<file path="config.mk">
export PLATFORM = sky130hd
export DESIGN_NAME = uart_tx_feeder
export DESIGN_NICKNAME = d
export VERILOG_FILES = /design/src/rtl/uart_pkg.sv /design/src/rtl/uart_byte_fifo.sv /design/src/rtl/uart_tx_feeder.sv
export SDC_FILE = /design/constraint.sdc
export NUM_CORES = 1
export LEC_CHECK = 0
export ABC_CLOCK_PERIOD_IN_PS = 4210
export BUFFER_PORTS_ARGS = -buffer_cell sky130_fd_sc_hd__clkbuf_2
export CAP_MARGIN = 10
export CORE_MARGIN = 4
export CORE_UTILIZATION = 50
export CTS_CLUSTER_SIZE = 20
export DETAILED_ROUTE_END_ITERATION = 10
export MAX_ROUTING_LAYER = met4
export PLACE_DENSITY = 0.67
export SKIP_CTS_REPAIR_TIMING = 1
export SYNTH_ARGS = -nofsm -noshare
export SYNTH_HDL_FRONTEND = slang
export SYNTH_SLANG_ARGS = --single-unit
</file>
<file path="constraint.sdc">
create_clock -name clk -period 4.21 [get_ports clk]
set_input_delay 0.842 -clock clk [delete_from_list [all_inputs] [get_ports clk]]
set_output_delay 0.842 -clock clk [all_outputs]
set_load 0.05 [all_outputs]
</file>
<file path="src/rtl/uart_pkg.sv">
// Shared types and constants for the UART transmit path.
package uart_pkg;

    localparam int unsigned UART_DATA_W = 8;

    typedef enum logic [1:0] {
        IDLE,
        ISSUE,
        WAIT_DONE,
        GAP
    } feeder_state_t;

endpackage

</file>
<file path="src/rtl/uart_byte_fifo.sv">
// Circular byte FIFO with occupancy count and synchronous flush.
module uart_byte_fifo
    import uart_pkg::*;
#(
    parameter int unsigned DEPTH = 16,
    localparam int unsigned PTR_W = $clog2(DEPTH),
    localparam int unsigned CNT_W = $clog2(DEPTH) + 1
) (
    input  logic                   clk,
    input  logic                   rst_n,
    input  logic                   flush_i,
    input  logic                   push_i,
    input  logic [UART_DATA_W-1:0] push_data_i,
    input  logic                   pop_i,
    output logic [UART_DATA_W-1:0] head_data_o,
    output logic [CNT_W-1:0]       count_o,
    output logic                   full_o,
    output logic                   empty_o
);

    logic [UART_DATA_W-1:0] mem_q [DEPTH];
    logic [PTR_W-1:0]       wr_ptr_q;
    logic [PTR_W-1:0]       rd_ptr_q;
    logic [CNT_W-1:0]       count_q;
    logic [CNT_W-1:0]       count_d;
    logic                   do_push;
    logic                   do_pop;

    assign full_o  = (count_q == CNT_W'(DEPTH));
    assign empty_o = (count_q == '0);

    // Flush wins over both ports; a full FIFO refuses a push even if it pops.
    assign do_push = push_i && !full_o && !flush_i;
    assign do_pop  = pop_i && !empty_o && !flush_i;

    always_comb begin
        count_d = count_q;
        if (flush_i) begin
            count_d = '0;
        end else if (do_push && !do_pop) begin
            count_d = count_q + CNT_W'(1);
        end else if (do_pop && !do_push) begin
            count_d = count_q - CNT_W'(1);
        end
    end

    always_ff @(posedge clk or negedge rst_n) begin
        if (!rst_n) begin
            wr_ptr_q <= '0;
            rd_ptr_q <= '0;
            count_q  <= '0;
        end else begin
            count_q <= count_d;
            if (flush_i) begin
                wr_ptr_q <= '0;
                rd_ptr_q <= '0;
            end else begin
                if (do_push) begin
                    wr_ptr_q <= wr_ptr_q + PTR_W'(1);
                end
                if (do_pop) begin
                    rd_ptr_q <= rd_ptr_q + PTR_W'(1);
                end
            end
        end
    end

    always_ff @(posedge clk) begin
        if (do_push) begin
            mem_q[wr_ptr_q] <= push_data_i;
        end
    end

    assign head_data_o = mem_q[rd_ptr_q];
    assign count_o     = count_q;

endmodule

</file>
<file path="src/rtl/uart_tx_feeder.sv">
// Buffers bytes from system logic and issues them one at a time to the UART
// transmitter, pacing each issue on the transmitter's done indication.
module uart_tx_feeder
    import uart_pkg::*;
#(
    parameter int unsigned DEPTH = 16,
    localparam int unsigned CNT_W = $clog2(DEPTH) + 1
) (
    input  logic                   clk,
    input  logic                   rst_n,
    input  logic                   i_wr_valid,
    input  logic [UART_DATA_W-1:0] i_wr_data,
    output logic                   o_wr_ready,
    input  logic                   i_flush,
    output logic                   o_TX_DV,
    output logic [UART_DATA_W-1:0] o_TX_Byte,
    input  logic                   i_TX_Active,
    input  logic                   i_TX_Done,
    output logic [CNT_W-1:0]       o_count,
    output logic                   o_busy,
    output logic                   o_overflow
);

    feeder_state_t          state_q;
    logic                   done_q;
    logic                   dv_q;
    logic [UART_DATA_W-1:0] byte_q;
    logic                   ovf_q;

    logic                   done_rise;
    logic                   fifo_pop;
    logic                   fifo_full;
    logic                   fifo_empty;
    logic [UART_DATA_W-1:0] fifo_head;
    logic [CNT_W-1:0]       fifo_count;

    uart_byte_fifo #(
        .DEPTH (DEPTH)
    ) u_fifo (
        .clk         (clk),
        .rst_n       (rst_n),
        .flush_i     (i_flush),
        .push_i      (i_wr_valid),
        .push_data_i (i_wr_data),
        .pop_i       (fifo_pop),
        .head_data_o (fifo_head),
        .count_o     (fifo_count),
        .full_o      (fifo_full),
        .empty_o     (fifo_empty)
    );

    // Done may be held for several cycles; only its rising edge advances the FSM.
    assign done_rise = i_TX_Done && !done_q;
    assign fifo_pop  = (state_q == IDLE) && !fifo_empty && !i_TX_Active && !i_flush;

    always_ff @(posedge clk or negedge rst_n) begin
        if (!rst_n) begin
            state_q <= IDLE;
            done_q  <= 1'b0;
            dv_q    <= 1'b0;
            byte_q  <= '0;
        end else begin
            done_q <= i_TX_Done;
            dv_q   <= 1'b0;
            unique case (state_q)
                IDLE: begin
                    if (fifo_pop) begin
                        byte_q  <= fifo_head;
                        dv_q    <= 1'b1;
                        state_q <= ISSUE;
                    end
                end
                ISSUE: begin
                    state_q <= WAIT_DONE;
                end
                WAIT_DONE: begin
                    if (done_rise) begin
                        state_q <= GAP;
                    end
                end
                GAP: begin
                    state_q <= IDLE;
                end
                default: begin
                    state_q <= IDLE;
                end
            endcase
        end
    end

    always_ff @(posedge clk or negedge rst_n) begin
        if (!rst_n) begin
            ovf_q <= 1'b0;
        end else if (i_flush) begin
            ovf_q <= 1'b0;
        end else if (i_wr_valid && fifo_full) begin
            ovf_q <= 1'b1;
        end
    end

    assign o_wr_ready = !fifo_full;
    assign o_TX_DV    = dv_q;
    assign o_TX_Byte  = byte_q;
    assign o_count    = fifo_count;
    assign o_busy     = (state_q != IDLE) || (fifo_count != '0);
    assign o_overflow = ovf_q;

endmodule

</file>
### Word-level counts from Yosys, hierarchy flattened

Memories as Yosys holds them, arrays and structs flattened. A register that Yosys moved wholly into a read port is not among the register bits.
Index checks and enable logic that the tools add are counted.

| word-level totals | value |
|---|---|
| memory bits (writable) | 128 |
| output and inout port bits | 17 |
| input port bits | 14 |
| memories | 1 |
| word-level logic and storage cells | 64 |
| register bits | 18 |

Memories:

| memory | depth | bits a word | rd ports | clocked after memory_dff | wr ports | line | text |
|---|---|---|---|---|---|---|---|
| u_fifo.mem_q | 16 | 8 | 1 | 1 | 1 | uart_byte_fifo.sv:21 | `logic [UART_DATA_W-1:0] mem_q [DEPTH];` |

| cells by class | value |
|---|---|
| mux-type cells | 16 |
| equality and inequality tests | 6 |
| reductions and logical operators | 30 |
| $add $sub $neg | 4 |

Operator list:

| operator | number |
|---|---|
| 4-bit two-way mux | 4 |
| 5-bit two-way mux | 3 |
| 1-bit logical AND | 11 |
| 4-bit by 1-bit adder with 4-bit output, second input constant | 2 |
| 1-bit logical NOT | 8 |
| 2-bit case mux with 4 select lines | 1 |
| 2-bit nonzero test | 4 |
| 1-bit two-way mux | 6 |
| 5-bit by 1-bit adder with 5-bit output, second input constant | 1 |
| 5-bit == test, second input constant | 1 |
| 5-bit logical NOT | 1 |
| 5-bit nonzero test | 1 |
| 5-bit by 1-bit subtractor with 5-bit output, second input constant | 1 |
| 2-bit == test, second input constant | 2 |
| 2-bit two-way mux | 2 |
| 2-bit AND reduction | 2 |
| 3-bit nonzero test | 1 |
| 2-bit by 1-bit == test with 1-bit output, second input constant | 1 |
| 2-bit logical NOT | 1 |
| 2-bit by 1-bit != test with 1-bit output, second input constant | 1 |
| 2-bit != test, second input constant | 1 |
| 1-bit logical OR | 1 |

### Logic depth before layout (Yosys ltp)

| depth | value |
|---|---|
| word-level depth | 11 |
| depth in mapped cells | 10 |
| depth with buffers taken out | 10 |

### Hierarchy

A second synthesis with hierarchy kept.

| second synthesis, totals | value |
|---|---|
| cells, all modules | 385 |
| area total of the unflattened synthesis | 6498.7 um^2 |

Modules (own cells, without submodules):

| module | area an instance (um^2) | sequential area each (um^2) | times used | cells each |
|---|---|---|---|---|
| uart_byte_fifo | 5936.9 | 4169.0 | 1 | 347 |
| uart_tx_feeder | 561.8 | 325.3 | 1 | 38 |

### Worst setup path after synthesis

No wires, ideal clock.

| path | value |
|---|---|
| kind | input-to-reg |
| from | in i_wr_valid |
| to | reg u_fifo.count_q[4] (netlist: u_fifo.count_o[4]) |
| stages | 8 |
| setup slack | 654 ps |
| buffers on the path | 1 |
| arrival | 3417 ps |
| data required time | 4071 ps |
| setup time | 139 ps |
| cell sequence | clkbuf_1 -> a21boi_1 -> or3b_2 -> fa_1 -> a21o_1 -> a21oi_1 -> a21oi_1 -> or4_1 |

| on the way | value |
|---|---|
| word-level cells in the longest chain between the ends | 5 |
| elaborated cells on any way between the ends | 8 |
| classes of those cells | 2 x mux; 6 x reduce/logical |

RTL lines:

| item | line | text |
|---|---|---|
| start: declaration | uart_tx_feeder.sv:11 | `input logic i_wr_valid,` |
| 1-bit logical AND (*) (2 in series) | uart_byte_fifo.sv:33 | `assign do_push = push_i && !full_o && !flush_i;` |
| 1-bit logical AND or 1-bit logical NOT (tied branches) | uart_byte_fifo.sv:40, uart_byte_fifo.sv:42 |  |
| 5-bit two-way mux or 1-bit logical AND (tied branches) | uart_byte_fifo.sv:40, uart_byte_fifo.sv:42 |  |
| 5-bit two-way mux or 3-bit nonzero test (tied branches) | n/a |  |
| end signal: assignment | uart_byte_fifo.sv:53 | `count_q <= count_d;` |
| end: declaration | uart_byte_fifo.sv:24 | `logic [CNT_W-1:0] count_q;` |

Every way passes the cells marked *; elsewhere a longest branch is shown, timed or not.
A chain may end at the register's enable or synchronous reset.

### Worst setup path after layout

| path | value |
|---|---|
| from | reg u_fifo.count_q[3] (netlist: u_fifo.count_o[3]) |
| to | reg u_fifo.count_q[4] (netlist: u_fifo.count_o[4]) |

| on the way | value |
|---|---|
| word-level cells in the longest chain between the ends | 11 |
| elaborated cells on any way between the ends | 21 |
| classes of those cells | 2 x add/sub; 1 x eq/ne; 3 x mux; 15 x reduce/logical |

RTL lines:

| item | line | text |
|---|---|---|
| 5-bit logical NOT | uart_byte_fifo.sv:30 | `assign empty_o = (count_q == '0);` |
| 1-bit logical NOT | uart_byte_fifo.sv:34, uart_tx_feeder.sv:54 |  |
| 1-bit logical AND (3 in series) | uart_tx_feeder.sv:54 | `assign fifo_pop = (state_q == IDLE) && !fifo_empty && !i_TX_Active && !i_flush;` |
| 1-bit logical AND (2 in series) | uart_byte_fifo.sv:34 | `assign do_pop = pop_i && !empty_o && !flush_i;` |
| 1-bit logical NOT | uart_byte_fifo.sv:40 | `end else if (do_push && !do_pop) begin` |
| 1-bit logical AND | uart_byte_fifo.sv:40 |  |
| 5-bit two-way mux | uart_byte_fifo.sv:40 |  |
| 5-bit two-way mux | uart_byte_fifo.sv:38 | `if (flush_i) begin` |

Parallel ways exist; a longest one is shown, timed or not. The select of a mux whose other input is x is not followed.

==> results.cfg <==
[finish]
layout_commonest_cell = edfxtp_1
final_cell_mix = 128 x edfxtp_1, 32 x mux4_2, 30 x clkbuf_2
syn2layout_area_growth_pct = 14.6
num_antenna_cells = 0
fin_util_pct = 58.3
drive_above_1_share_pct = 26.8
fin_nets = 420
final_cells = 578

[grt]
grt_usage_pct = 18.8
grt_start_max_net_pins = 34
grt_pass1_vias = 3330
antenna_found_initial = 0
grt_pass1_wl_mm = 19.1
grt_remaining_overflow = 0

[timing]
fin_skew_ns = 0.0124
final.setup.tns_ns = 0
fmax_mhz = 292
hold_violations = 0
worst_slew_pin_slew_ns = 1.18
maxSlewViolCount = 0
min_period_ns = 3.42
max_slew_margin_pct = 21.5
setup_viol = 0
min_period_over_period_pct = 81.2
rsz0062_at_grt = false

[outcome]
status = completed

[worst_setup_path]
critical_path_class = reg2reg
start_kind = flop
crit_buf_inv = 0
critical-path-slowest-cell = nor4_4
end_kind = flop
cp_data_required_time_ns = 4.50
cp.arrival_ns = 3.71
crit_family = simple AND/OR/NAND/NOR gates
slowest_delay_ns = 0.56
cpMostUsedCell = a21oi_1
crit_chain = nor4_4, a21oi_2, or3b_2, fa_1, a21o_1, a21oi_1, a21oi_1, or4_1
critPathMaxFanout = 9

[clock_network]
clkTransAtPathRegs_ns = 0.06
cts-root-buf = clkbuf_16
clock_latency_ns = 0.43
numCtsBuffers = 17
cts_num_sinks = 154
cts_tree = built
clk_path_buf_depth = 2
htreeDepth = 4

[detailed_routing]
via_per_inst = 5.71
route.final.wire_length_mm = 12.2
drtAntennaViolNets = 0
vias = 3298
wire_per_inst_um = 21.1
route.met2.wl_mm = 6.22
dr.pass1.iters = 4
met3_length_um = 772
wl_met1_mm = 5.04
post-route-drc-count = 0
dr.max_layer_used = met4
drtIter0Drc = 191

[pwr]
p_total_w = 0.00426
ir_drop_mv = 0.387
powerDensity_mw_per_mm2 = 581
cellLeakagePower_nw = 2.52

[place]
dp_cells = 546
gp_congestion = 0.830
hpwl_mm = 7.51
io_buffers = 30

[die]
ios = 31
core.rowCount = 41
die_x_um = 121
start_util_pct = 50.9
die_h_um = 121
coreArea_mm2 = 0.0126
die-area_mm2 = 0.0147

[yosys]
syn-num-nets = 384
synthCells = 357
yosysUniqueCellTypes = 47
ys_ff_latch = 154
yosys.area.top_type_share_pct = 60.1
syn_avg_cell_area_um2 = 17.9
synth_area_mm2 = 0.00639
ys_async_sr_fraction_pct = 16.9
ys.flop_type = edfxtp_1
synth_edf_count = 128
yosys.area.top_type = edfxtp_1
yosys_warnings = 0
netlist_top_cells_area = edfxtp_1 60%, mux4_2 11%, dfrtp_1 10%, mux2i_1 3.3%, ha_1 2.3%
yosysSeqAreaShare_pct = 70.3

[flow_run]
maxCapViolCount = 0

[worst_hold_path]
min_path_type = in2async
## metrics by stage
step	hold WS, ns	instance area, um2	setup slack (ns)
finish	0.461	7330	0.791
global route	0.504	7330	0.652
CTS	0.479	7330	0.823
detailed placement	0.495	6710	0.653
global placement	0.491	6710	0.736
floorplan	0.505	6390	0.654
## path summary, 6_finish.rpt
kind                       depth (start not counted)                             end  slack, ns                           from
max                                                8   u_fifo.count_o[4]$_DFFE_PN0P_       0.79  u_fifo.count_o[3]$_DFFE_PN0P_
min reg2reg                                        2        o_TX_Byte[3]$_DFFE_PN0P_       0.50       o_TX_Byte[3]$_DFFE_PN0P_
min                                                1   u_fifo.count_o[0]$_DFFE_PN0P_       0.46                          rst_n
max in group asynchronous                          1  u_fifo.rd_ptr_q[3]$_DFFE_PN0P_       3.25                          rst_n
min in group clk                                   2        o_TX_Byte[3]$_DFFE_PN0P_       0.50       o_TX_Byte[3]$_DFFE_PN0P_
max reg2reg                                        8   u_fifo.count_o[4]$_DFFE_PN0P_       0.79  u_fifo.count_o[3]$_DFFE_PN0P_
## worst reg2reg max path, cell delays in order, from the launching register on
cell     delay [ns]
dfrtp_1        0.46
nor4_4         0.56
a21oi_2        0.18
or3b_2         0.55
fa_1           0.43
a21o_1         0.20
a21oi_1        0.31
a21oi_1        0.09
or4_1          0.52
## cell families (layout without fill, tap and decap cells)
family | after synthesis | after routing | synth area share, %
AOI/OAI and AO/OA | 27 | 27 | 3.50
xor gates and xnor gates | 7 | 7 | 0.959
adders and majority gates | 13 | 13 | 2.66
DFF | 154 | 154 | 70.3
buffers and inverters | 26 | 75 | 1.92
muxes | 55 | 55 | 14.9
and+or+nand+nor | 75 | 75 | 5.74
## layout make-up
cell class                 count  area (um2)
sequential                   154        4500
timing repair buffer          35         188
fill                         928        5240
clock inverter                14         190
inverter                       8        32.5
clock buffer                  18         429
tap                          172         215
multi-input combinational    177        1780
## flip-flops by register name, indices dropped and copies added, names as in the netlist, 2 cells and up
name,cells
u_fifo.wr_ptr_q,4
u_fifo.count_o,5
o_TX_Byte,8
u_fifo.rd_ptr_q,4
u_fifo.mem_q,128
state_q,2
## cell usage after synthesis, types with 2 or more instances
master / n
buf_2: 6
a21oi_1: 4
mux2_2: 2
edfxtp_1: 128
o221ai_1: 8
nor4_1: 3
ha_1: 12
nand2_1: 21
buf_6: 2
nand2b_1: 2
xor2_1: 3
nor3_1: 2
inv_1: 7
xnor2_1: 4
nor2_1: 26
o211ai_1: 2
and3_1: 3
mux2i_1: 21
clkbuf_1: 9
nand3_1: 8
dfrtp_1: 26
mux4_2: 32
nor2b_1: 2
## where the power goes
part | internal, W | switching [W]
clock network | 0.000997 | 0.000604
logic | 0.000276 | 0.000517
registers | 0.00175 | 0.000120
total | 0.00302 | 0.00124
## routing by layer
metal	vias up	GRT usage, %
met4	0	6.52
li1	1486	-
met5	-	-
met1	1707	24.1
met3	10	5.22
met2	95	29.1
Power figures use the tool's default switching activity.
